**src/rtl/ga_stop_ctrl.sv**
```systemverilog
// ga_stop_ctrl
// Generation-level termination controller for the GA datapath. It samples the
// best-fitness tracker's best_fit/best pair on every gen_done strobe, counts
// generations and consecutive non-improving generations, and stops the run on
// target reached, stagnation or generation limit (checked in that priority).
// On stop the final fitness/chromosome are latched and the reason reported.
// It also issues the one-cycle clear that re-initialises the tracker per run.
//
// Ports:
//   clk, reset      clock; synchronous active-high reset
//   start           start-run request pulse (honoured in IDLE and DONE)
//   gen_done        end-of-generation strobe (honoured in RUN only)
//   best_fit, best  tracked best fitness / chromosome (lower fitness is better)
//   target_fit      stop threshold: stop when best_fit <= target_fit
//   best_clr        one-cycle clear to the tracker, coincident with busy rising
//   busy, done      high while in RUN / DONE
//   stop_reason     0 none, 1 target, 2 stall, 3 max-gen
//   gen_count       generations completed in the current run
//   result_fit      fitness latched at the stopping generation
//   result_chrom    chromosome latched at the stopping generation
module ga_stop_ctrl #(
    parameter int FIT_WIDTH   = 27,
    parameter int CHROM_WIDTH = 8,
    parameter int GEN_WIDTH   = 8,
    parameter int MAX_GEN     = 200,
    parameter int STALL_GEN   = 16
) (
    input  logic                   clk,
    input  logic                   reset,
    input  logic                   start,
    input  logic                   gen_done,
    input  logic [FIT_WIDTH-1:0]   best_fit,
    input  logic [CHROM_WIDTH-1:0] best,
    input  logic [FIT_WIDTH-1:0]   target_fit,
    output logic                   best_clr,
    output logic                   busy,
    output logic                   done,
    output logic [1:0]             stop_reason,
    output logic [GEN_WIDTH-1:0]   gen_count,
    output logic [FIT_WIDTH-1:0]   result_fit,
    output logic [CHROM_WIDTH-1:0] result_chrom
);

    localparam int STALL_W = $clog2(STALL_GEN + 1);
    localparam logic [STALL_W-1:0]   STALL_LIM = STALL_W'(STALL_GEN);
    localparam logic [GEN_WIDTH-1:0] GEN_LIM   = GEN_WIDTH'(MAX_GEN);

    localparam logic [1:0] R_NONE   = 2'd0;
    localparam logic [1:0] R_TARGET = 2'd1;
    localparam logic [1:0] R_STALL  = 2'd2;
    localparam logic [1:0] R_MAXGEN = 2'd3;

    typedef enum logic [1:0] {IDLE, RUN, DONE} state_t;

    state_t               state;
    logic [FIT_WIDTH-1:0] prev_fit;
    logic [STALL_W-1:0]   stall_cnt;

    logic                 improved;
    logic [STALL_W-1:0]   stall_nxt;
    logic [GEN_WIDTH-1:0] gen_nxt;
    logic [1:0]           reason_nxt;

    // Updated counters for the generation being closed; the stop test uses
    // these new values so the limit is detected on the generation reaching it.
    // An all-ones best_fit (nothing evaluated yet) never beats the all-ones
    // prev_fit seed, so such a generation counts as a stall.
    always_comb begin
        improved  = best_fit < prev_fit;
        gen_nxt   = gen_count + GEN_WIDTH'(1);
        stall_nxt = improved ? '0 : stall_cnt + STALL_W'(1);
        if (best_fit <= target_fit)
            reason_nxt = R_TARGET;
        else if (stall_nxt == STALL_LIM)
            reason_nxt = R_STALL;
        else if (gen_nxt == GEN_LIM)
            reason_nxt = R_MAXGEN;
        else
            reason_nxt = R_NONE;
    end

    always_ff @(posedge clk) begin
        if (reset) begin
            state        <= IDLE;
            busy         <= 1'b0;
            done         <= 1'b0;
            best_clr     <= 1'b0;
            stop_reason  <= R_NONE;
            gen_count    <= '0;
            result_fit   <= '0;
            result_chrom <= '0;
            prev_fit     <= '1;
            stall_cnt    <= '0;
        end else begin
            best_clr <= 1'b0;
            case (state)
                // start beats a coincident gen_done; result_* are kept so the
                // previous run's answer stays readable until the next stop.
                IDLE, DONE: begin
                    if (start) begin
                        state       <= RUN;
                        busy        <= 1'b1;
                        done        <= 1'b0;
                        best_clr    <= 1'b1;
                        stop_reason <= R_NONE;
                        gen_count   <= '0;
                        stall_cnt   <= '0;
                        prev_fit    <= '1;
                    end
                end
                RUN: begin
                    if (gen_done) begin
                        gen_count <= gen_nxt;
                        stall_cnt <= stall_nxt;
                        if (improved)
                            prev_fit <= best_fit;
                        if (reason_nxt != R_NONE) begin
                            state        <= DONE;
                            busy         <= 1'b0;
                            done         <= 1'b1;
                            stop_reason  <= reason_nxt;
                            result_fit   <= best_fit;
                            result_chrom <= best;
                        end
                    end
                end
                default: state <= IDLE;
            endcase
        end
    end

endmodule

```
**config.mk**
```make
export PLATFORM = sky130hd
export DESIGN_NAME = ga_stop_ctrl
export DESIGN_NICKNAME = d
export VERILOG_FILES = /design/src/rtl/ga_stop_ctrl.sv
export SDC_FILE = /design/constraint.sdc
export NUM_CORES = 1
export LEC_CHECK = 0
export ABC_AREA = 0
export BUFFER_PORTS_ARGS = -buffer_cell sky130_fd_sc_hd__buf_2
export CORE_MARGIN = 8
export CORE_UTILIZATION = 35
export DETAILED_ROUTE_END_ITERATION = 7
export SLEW_MARGIN = 20
export SYNTH_ARGS = -nofsm -noshare
export SYNTH_HDL_FRONTEND = slang
export SYNTH_SLANG_ARGS = --single-unit
```
**constraint.sdc**
```tcl
create_clock -name clk -period 2.25 [get_ports clk]
set_input_delay 0.1125 -clock clk [delete_from_list [all_inputs] [get_ports clk]]
set_output_delay 0.1125 -clock clk [all_outputs]
set_load 0.01 [all_outputs]
```
==> results of run 1 <==
## per-stage QoR
step / area (um^2) / hold WS (ns) / instances
detailed placement: 5850 / 0.371 / 901
global route: 6780 / 0.0107 / 927
finish: 6780 / 0.0111 / 927
CTS: 6350 / 0.00698 / 920
floorplan: 4780 / 0.255 / 591
global placement: 5850 / 0.359 / 901
## flip-flops by register name, summed over array words and instances, names as in the netlist
register,count
prev_fit,27
result_fit,27
gen_count,8
result_chrom,8
stall_cnt,5
state,2
stop_reason,2
best_clr,1
busy,1
done,1
## layout make-up
type / count / area, um^2
fill: 1251 / 6510
multi-input combinational: 421 / 3120
inverter: 59 / 221
sequential: 82 / 1660
timing repair buffer: 173 / 1240
tap: 176 / 220
clock inverter: 7 / 98.8
clock buffer: 9 / 225
## logic make-up after synthesis
group	after synthesis
simple gates	216
compound gates	114
buf+inv	88
flops	82
fa+ha+maj	55
mux	36
## repair_timing
item                                    4_1_cts  5_1_grt
setup buffers                                 1        3
hold buffers                                  0        0
endpoints found under the hold margin         0        0
endpoints found under the setup margin       70       71
gates cloned                                  2        5
gates resized for setup                      20       60
pin swaps                                     2       12
## layer usage
metal	part of all wire, %	GRT usage, %	vias up
met3	6.0	4.77	24
met2	48	26.6	113
met5	0	0	-
li1	-	-	2350
met4	2.1	5.17	0
met1	44	18.8	2176
## power by group
| part | switching [mW] | total (mW) | internal, mW |
|---|---|---|---|
| Combinational | 0.435 | 0.791 | 0.356 |
| Clock | 0.638 | 1.62 | 0.980 |
| Sequential | 0.0247 | 1.52 | 1.50 |
| Total | 1.10 | 3.93 | 2.84 |
## critical path: stages (launching register included)
cell and delay, ns:
dfxtp_2 0.33, inv_1 0.04, ha_1 0.28, nand4_1 0.14
a2111oi_2 0.06, o311a_4 0.39, buf_6 0.13, o31a_1 0.31
buf_12 0.15, buf_12 0.13, nor3_1 0.17, o21ai_1 0.09
## layout by cell type, fill, tap and decap left out, drive strengths merged, types with 5 or more instances in the layout
master and instances:
nand3 8, nand2 99, o21ai 44, nand2b 5, inv 61, clkbuf 13
nor3 31, nor2 51, nand4 8, a311oi 5, buf 169, a21oi 28
o21a 5, ha 55, dfxtp 82, a211oi 6, mux2i 36
## worst paths after layout
| check | start | endpoint | slack [ns] | cells after the start |
|---|---|---|---|---|
| hold / removal | best[7] | result_chrom[7]$_SDFFE_PP0P_ | 0.01 | 3 |
| setup / recovery | prev_fit[9]$_SDFFE_PP1P_ | prev_fit[9]$_SDFFE_PP1P_ | -0.11 | 11 |
| hold reg to reg | result_chrom[7]$_SDFFE_PP0P_ | result_chrom[7]$_SDFFE_PP0P_ | 0.46 | 2 |
| setup reg to reg | prev_fit[9]$_SDFFE_PP1P_ | prev_fit[9]$_SDFFE_PP1P_ | -0.11 | 11 |
==> flow_summary.yaml, run 1 <==
global_routing:
  antenna_found_initial: 0
  globalRoute.totalOverflow: 0
  grt_max_degree: 98
  grt_usage_pct: 15.8
  grt_pass1_vias: 4719
  grt_pass1_wl_um: 23300
logic_synthesis:
  yosysTopAreaCell: "dfxtp_1"
  synth-edff-count: 0
  synth_xor_area_share_pct: 0
  ys_types: 50
  synth.mux.area_fraction_pct: 7.54
  synth_commonest_cells: "nand2_1, dfxtp_1, inv_1"
  synthesis.area_mm2: 0.00478
  synthSimpleGateAreaFrac_pct: 19.7
  synthFlopType: "dfxtp_1"
  synth_top_family_by_area: "simple AND/OR/NAND/NOR gates"
  yosys-top-cells-area: "dfxtp_1, ha_1, nand2_1"
  synth_compound_area_share_pct: 15.8
  syn_nets: 712
  ys_seq_area_share_pct: 34.4
  synthAdderAreaFrac_pct: 14.4
  ys_ff_latch: 82
  avgSynthCellArea_um2: 8.09
  synth_cells: 591
  async_flop_share_pct: 0
  synth.most_common_cell: "nand2_1"
  netlist.area_leader.share_pct: 34.4
  ys.warnings.count: 0
worst_setup_path:
  worstPathArrival_ns: 2.57
  path_class: "reg -> reg"
  cp.required_ns: 2.46
  cp_max_fo: 7
  startpoint_type: "register"
  crit_path_end_kind: "register"
clock_network:
  htreeDepth: 3
  cts_sinks: 82
  cts_root_buf: "clkbuf_16"
  cts_tree: "built"
  clkTransAtPathRegs_ns: 0.07
  clock_latency_ns: 0.34
  cts_buffers: 9
  clk_path_buf_depth: 2
placed_design:
  numPortBuffers: 113
  pre_cts_ws_ns: -0.231
  hpwl_um: 10200
  place.gp.congestion: 0.855
floorplanning:
  design.portCount: 114
  die_y_um: 133
  die_w_um: 133
  dieArea_mm2: 0.0176
  core_area_mm2: 0.0133
  std_cell_rows: 42
  start_util_pct: 35.9
route:
  via_count: 4663
  drt_first_iter_violations: 271
  drcViolationCount: 0
  routed_wl_um: 14600
  firstDrtPassIters: 4
  postRouteAntennaNets: 0
  wl_per_cell_um: 15.8
  routed_via_density: 5.03
worst_hold_path:
  hold_class: "in -> reg"
cells_and_area:
  finalNetCount: 867
  post-route-util_pct: 51.0
  area_growth_pct: 41.9
  drive_gt1_share_pct: 34.8
  num_antenna_cells: 0
pwr:
  leakagePower_nw: 3.13
  total_power_mw: 3.93
  ir_drop_mv: 0.426
  p_per_area_mw_per_mm2: 580
status:
  status: "finished with violations"
  violations: "negative setup slack"
timing:
  tns_ns: -1.60
  rsz0062_at_grt: "yes"
  fin_crit_sh_pct: 105
  setup_violations: 40
  relSlewSlack_pct: 66.6
  hold_viol_final: 0
  worstMarginPinSlew_ns: 0.502
  max_freq_ghz: 0.424
  post-route-min-period_ns: 2.36
  fin_skew_ns: 0.0104
  drv_slew: 0
  worst_slack_ns: -0.109
flow_run:
  maxCapViolations: 0
No activity file was read; power rests on OpenSTA's default activity.
==> run 2, diff against run 1 <==
- CORE_MARGIN: 8 -> default
- CTS_CLUSTER_DIAMETER: default -> 50
- CTS_CLUSTER_SIZE: default -> 10
==> run 2 against run 1 <==
Net effect: highest routed layer unchanged; the flow still finishes with violations (negative setup slack); via count up 4.5%; die area down 20%; cell area up 5.4%; sequential power about the same; largest cell class unchanged; final cell count up 1.6%; setup slack worse by 0.051 ns; worst hold slack worse by 0.0026 ns.
==> flow_summary.yaml, run 2 (synthesis gave the netlist of run 1 again) <==
cells_and_area:
  final_common_cell: "buf_2"
  top_regs: "prev_fit (27), result_fit (27)"
  area_growth_pct: 49.6
  finalNetCount: 882
  num_antenna_cells: 0
  final_cell_mix: "buf_2, nand2_1, dfxtp_1, inv_1, buf_4"
  final_cells: 942
  drive_gt1_share_pct: 42.0
  fillers: 1179
flow_run:
  maxCapViolations: 0
route:
  firstDrtPassIters: 5
  drcViolationCount: 0
  met1_length_um: 6850
  wl_met3_um: 728
  routed_wl_um: 15400
  met2_length_um: 7550
  wl_per_cell_um: 16.4
  drt_first_iter_violations: 390
  via_count: 4871
  dr.max_layer_used: "met4"
  routed_via_density: 5.17
  postRouteAntennaNets: 0
global_routing:
  antenna_found_initial: 0
  grt_max_degree: 102
  grt_pass1_vias: 4798
  globalRoute.totalOverflow: 0
  grt_usage_pct: 21.2
  grt_pass1_wl_um: 23600
floorplanning:
  std_cell_rows: 42
  dieArea_mm2: 0.0141
  die_w_um: 119
  die_y_um: 119
  design.portCount: 114
  start_util_pct: 35.9
  core_area_mm2: 0.0133
placed_design:
  hpwl_um: 9680
  dp_cells: 901
  place.gp.congestion: 0.877
  numPortBuffers: 113
worst_setup_path:
  startpoint_type: "register"
  cp_max_fo: 6
  r2r-start: "prev_fit[10]$_SDFFE_PP1P_"
  reg2reg_depth: 12
  timing.rr.end: "prev_fit[7]$_SDFFE_PP1P_"
  reg2reg_slack_ns: -0.16
  cp.required_ns: 2.45
  crit_path_end_kind: "register"
  worstPathArrival_ns: 2.61
  path_class: "reg -> reg"
status:
  status: "finished with violations"
  violations: "negative setup slack"
timing:
  drv_slew: 0
  worst_slack_ns: -0.160
  hold_viol_final: 0
  relSlewSlack_pct: 64.5
  max_freq_ghz: 0.415
  worstMarginPinSlew_ns: 0.527
  setup_violations: 69
  fin_crit_sh_pct: 107
  fin_skew_ns: 0.0100
  post-route-min-period_ns: 2.41
  rsz0062_at_grt: "yes"
  holdWs_ns: 0.00851
pwr:
  ir_drop_mv: 0.541
  p_per_area_mw_per_mm2: 554
  total_power_mw: 3.96
  leakagePower_nw: 3.22
clock_network:
  clk_path_buf_depth: 2
  cts_sinks: 82
  cts_root_buf: "clkbuf_16"
  cts_buffers: 9
  htreeDepth: 3
  cts_tree: "built"
  clock_latency_ns: 0.35
  clkTransAtPathRegs_ns: 0.07
worst_hold_path:
  hold_class: "in -> reg"
  worstHoldStart: "best[7]"
  min_to: "result_chrom[7]$_SDFFE_PP0P_"
  min_path_cells: 3
==> run 2: per-layer routing <==
| layer | vias to the layer above | global-route usage [%] |
|---|---|---|
| li1 | 2375 | - |
| met4 | 0 | 6.88 |
| met3 | 20 | 5.65 |
| met1 | 2345 | 25.6 |
| met2 | 131 | 36.2 |
| met5 | - | 0 |
==> run 2: how the worst max path moves through the flow <==
stage	start	to	cells past startpoint
final	prev_fit[10]$_SDFFE_PP1P_	prev_fit[7]$_SDFFE_PP1P_	12
after CTS	prev_fit[26]$_SDFFE_PP1P_	prev_fit[13]$_SDFFE_PP1P_	13
after global routing	prev_fit[19]$_SDFFE_PP1P_	result_fit[13]$_SDFFE_PP0P_	10
after global placement	prev_fit[10]$_SDFFE_PP1P_	result_chrom[7]$_SDFFE_PP0P_	9
after detailed placement	prev_fit[10]$_SDFFE_PP1P_	result_fit[3]$_SDFFE_PP0P_	9
after floorplan	prev_fit[10]$_SDFFE_PP1P_	result_chrom[0]$_SDFFE_PP0P_	10
==> run 2: critical path, cell delays in order (launching register included) <==
cell	delay [ns]
dfxtp_2	0.35
inv_1	0.07
ha_4	0.23
nand4_1	0.15
buf_4	0.14
nor2_2	0.04
o311a_4	0.32
buf_6	0.13
o31a_1	0.27
buf_6	0.15
buf_12	0.14
nor3_2	0.15
o21ai_1	0.10
==> run 2: layout make-up <==
type / count / area [um^2] / share of cell area [%]
Clock buffer: 10 / 239 / 3.34
Clock inverter: 6 / 72.6 / 1.01
Inverter: 59 / 221 / 3.10
Multi-Input combinational cell: 421 / 3350 / 46.9
Sequential cell: 82 / 1670 / 23.3
Tap cell: 176 / 220 / 3.08
Timing Repair Buffer: 188 / 1380 / 19.3
==> run 2: through the flow <==
stage                     cell area, um^2  worst slack [ns]  utilization (%)  TNS (ns)
after global placement               5840            -0.261             43.9    -10.11
after CTS                            6720           -0.0928             50.5     -2.35
final                                7150            -0.160             53.8     -7.57
after detailed placement             5840            -0.327             43.9    -12.69
after global routing                 7150            -0.251             53.8    -14.46
after floorplan                      4780           0.00544                -         0
==> run 2: power breakdown <==
part	internal (mW)	switching, mW
registers	1.50	0.0307
clock network	0.903	0.635
logic	0.397	0.491
==> run 2: repair_timing <==
item                                    4_1_cts  5_1_grt
pin swaps                                    24       18
gates resized for setup                      71       94
gates cloned                                  5        5
endpoints found under the setup margin       71       72
hold buffers                                  1        0
endpoints found under the hold margin         1        0
buffers inserted                             14        5
==> run 3, diff against run 2 <==
- PLACE_DENSITY: default -> 0.62
==> run 3 against run 2 <==
Net effect: the flow still finishes with violations (negative setup slack); via count down 1.3%; cell area down 3.3%; worst hold slack worse by 0.0035 ns; utilization down 1.8 points; register-to-register slack about the same; final cell count down 0.32%; clock power about the same.
==> flow_summary.yaml, run 3 (synthesis gave the netlist of run 1 again) <==
placed_design:
  dp_cells: 899
  hpwl_um: 9720
  place.gp.congestion: 0.846
  numPortBuffers: 113
  placed_area_mm2: 0.00582
global_routing:
  grt_usage_pct: 20.5
  antenna_found_initial: 0
  grt_pass1_vias: 4634
  grt_pass1_wl_um: 22900
  globalRoute.totalOverflow: 0
  grt_max_degree: 41
pwr:
  seqPwrFrac_pct: 39.5
  swShare_pct: 28.2
  pwr-share-clk_pct: 39.7
  power.switching_mw: 1.09
  pwr-share-comb_pct: 20.8
  leakagePower_nw: 3.16
  p_per_area_mw_per_mm2: 561
  p_int_mw: 2.78
  ir_drop_mv: 0.405
timing:
  hold_viol_final: 0
  setup_violations: 66
  max_freq_ghz: 0.413
  holdWs_ns: 0.00498
  drv_slew: 0
  fin_crit_sh_pct: 108
  worst_slack_ns: -0.173
  fin_skew_ns: 0.0128
  worstMarginPinSlew_ns: 0.686
  relSlewSlack_pct: 53.8
  rsz0062_at_grt: "yes"
  post-route-min-period_ns: 2.42
clock_network:
  cts_root_buf: "clkbuf_16"
  clock_latency_ns: 0.35
  cts_buffers: 9
  holdBufCountCts: 0
  cts_tree: "built"
  htreeDepth: 3
  cts_sinks: 82
  clkTransAtPathRegs_ns: 0.07
  clk_path_buf_depth: 2
worst_setup_path:
  slowest_delay_ns: 0.42
  path_cells: "inv_1 -> ha_4 -> nand4_1 -> a2111oi_2 -> o311a_4 -> o21ai_4 -> a31oi_4 -> buf_12 -> clkbuf_16 -> mux2i_1"
  crit_path_end_kind: "register"
  cp_max_fo: 5
  startpoint_type: "register"
  cp_slowest_cell: "a2111oi_2"
  crit_family: "compound AO/OA/AOI/OAI gates"
  cp.required_ns: 2.52
  path_class: "reg -> reg"
  worstPathArrival_ns: 2.69
  worst-path-buf-inv: 3
cells_and_area:
  final_common_cell: "buf_2"
  finalNetCount: 879
  top_regs: "prev_fit (27), result_fit (27)"
  post-route-util_pct: 52.0
  area_growth_pct: 44.7
  final_area_mm2: 0.00691
  drive_gt1_share_pct: 38.3
  final_cell_mix: "buf_2, nand2_1, dfxtp_1, buf_4, inv_1"
  final_cells: 939
  num_antenna_cells: 0
route:
  drcViolationCount: 0
  routed_wl_um: 14700
  wl_per_cell_um: 15.6
  postRouteAntennaNets: 0
  firstDrtPassIters: 4
  via_count: 4808
  routed_via_density: 5.12
  drt_first_iter_violations: 191
floorplanning:
  design.portCount: 114
  dieArea_mm2: 0.0141
  core_area_mm2: 0.0133
  start_util_pct: 35.9
  die_w_um: 119
  std_cell_rows: 42
  die_y_um: 119
status:
  violations: "negative setup slack"
  status: "finished with violations"
worst_hold_path:
  hold_class: "in -> reg"
flow_run:
  maxCapViolations: 0
## run 3: changes by cell type in the layout (fill, tap and decap cells not counted), sizes merged
| cell | before | now |
|---|---|---|
| buf | 183 | 181 |
| clkbuf | 14 | 15 |
| clkinv | 1 | 2 |
| inv | 62 | 60 |
| dlygate4sd3 | 1 | 0 |
## run 3: cell type report
class                   count  area (um^2)
fillers                  1230         6380
inverters                  59          221
multi-input cells         421         3170
clock buffers              11          253
repair buffers            185         1330
flip-flops and latches     82         1660
clock inverters             5         60.1
well taps                 176          220
## run 3: worst reg2reg max path, cell delays in order (launching register included)
cell and delay [ns]:
dfxtp_2 0.34, inv_1 0.07, ha_4 0.28, nand4_1 0.16
a2111oi_2 0.42, o311a_4 0.24, o21ai_4 0.07, a31oi_4 0.22
buf_12 0.18, clkbuf_16 0.16, mux2i_1 0.21
## run 3: power groups by stage
stage / clock [mW] / sequential [mW] / combinational [mW]
CTS: 1.56 / 1.53 / 0.777
global placement: 0 / 1.55 / 0.614
global route: 1.63 / 1.54 / 0.877
finish: 1.54 / 1.53 / 0.806
detailed placement: 0 / 1.55 / 0.634
floorplan: 0 / 1.56 / 0.353
## run 3: worst paths after layout
check	startpoint	cells past startpoint	slack, ns	endpoint
min reg2reg	result_chrom[6]$_SDFFE_PP0P_	2	0.45	result_chrom[6]$_SDFFE_PP0P_
min	best[6]	3	0.005	result_chrom[6]$_SDFFE_PP0P_
max reg2reg	prev_fit[10]$_SDFFE_PP1P_	10	-0.17	result_chrom[2]$_SDFFE_PP0P_
max	prev_fit[10]$_SDFFE_PP1P_	10	-0.17	result_chrom[2]$_SDFFE_PP0P_
## run 3: repair_timing
action                                  CTS  global route
gates cloned                              5             4
endpoints found under the setup margin   71            71
setup buffers                            15             4
pin swaps                                28            16
resized for setup                        97            30
endpoints found under the hold margin     0             0
## run 3: metrics by stage
stage                     setup WS [ns]  TNS [ns]  power, mW
final                            -0.173     -6.19       3.88
after global routing             -0.274    -13.40       4.05
after CTS                       -0.0823     -3.30       3.87
after detailed placement         -0.264    -10.48       2.19
after global placement           -0.183     -7.62       2.17
after floorplan                 0.00544         0       1.92
## run 3: routing by layer
metal	track usage [%]	vias to the layer above	wire (um)
met4	7.36	0	394
met5	0	-	0
li1	-	2363	-
met3	3.64	29	620
met1	25.8	2304	6410
met2	35.1	112	7250
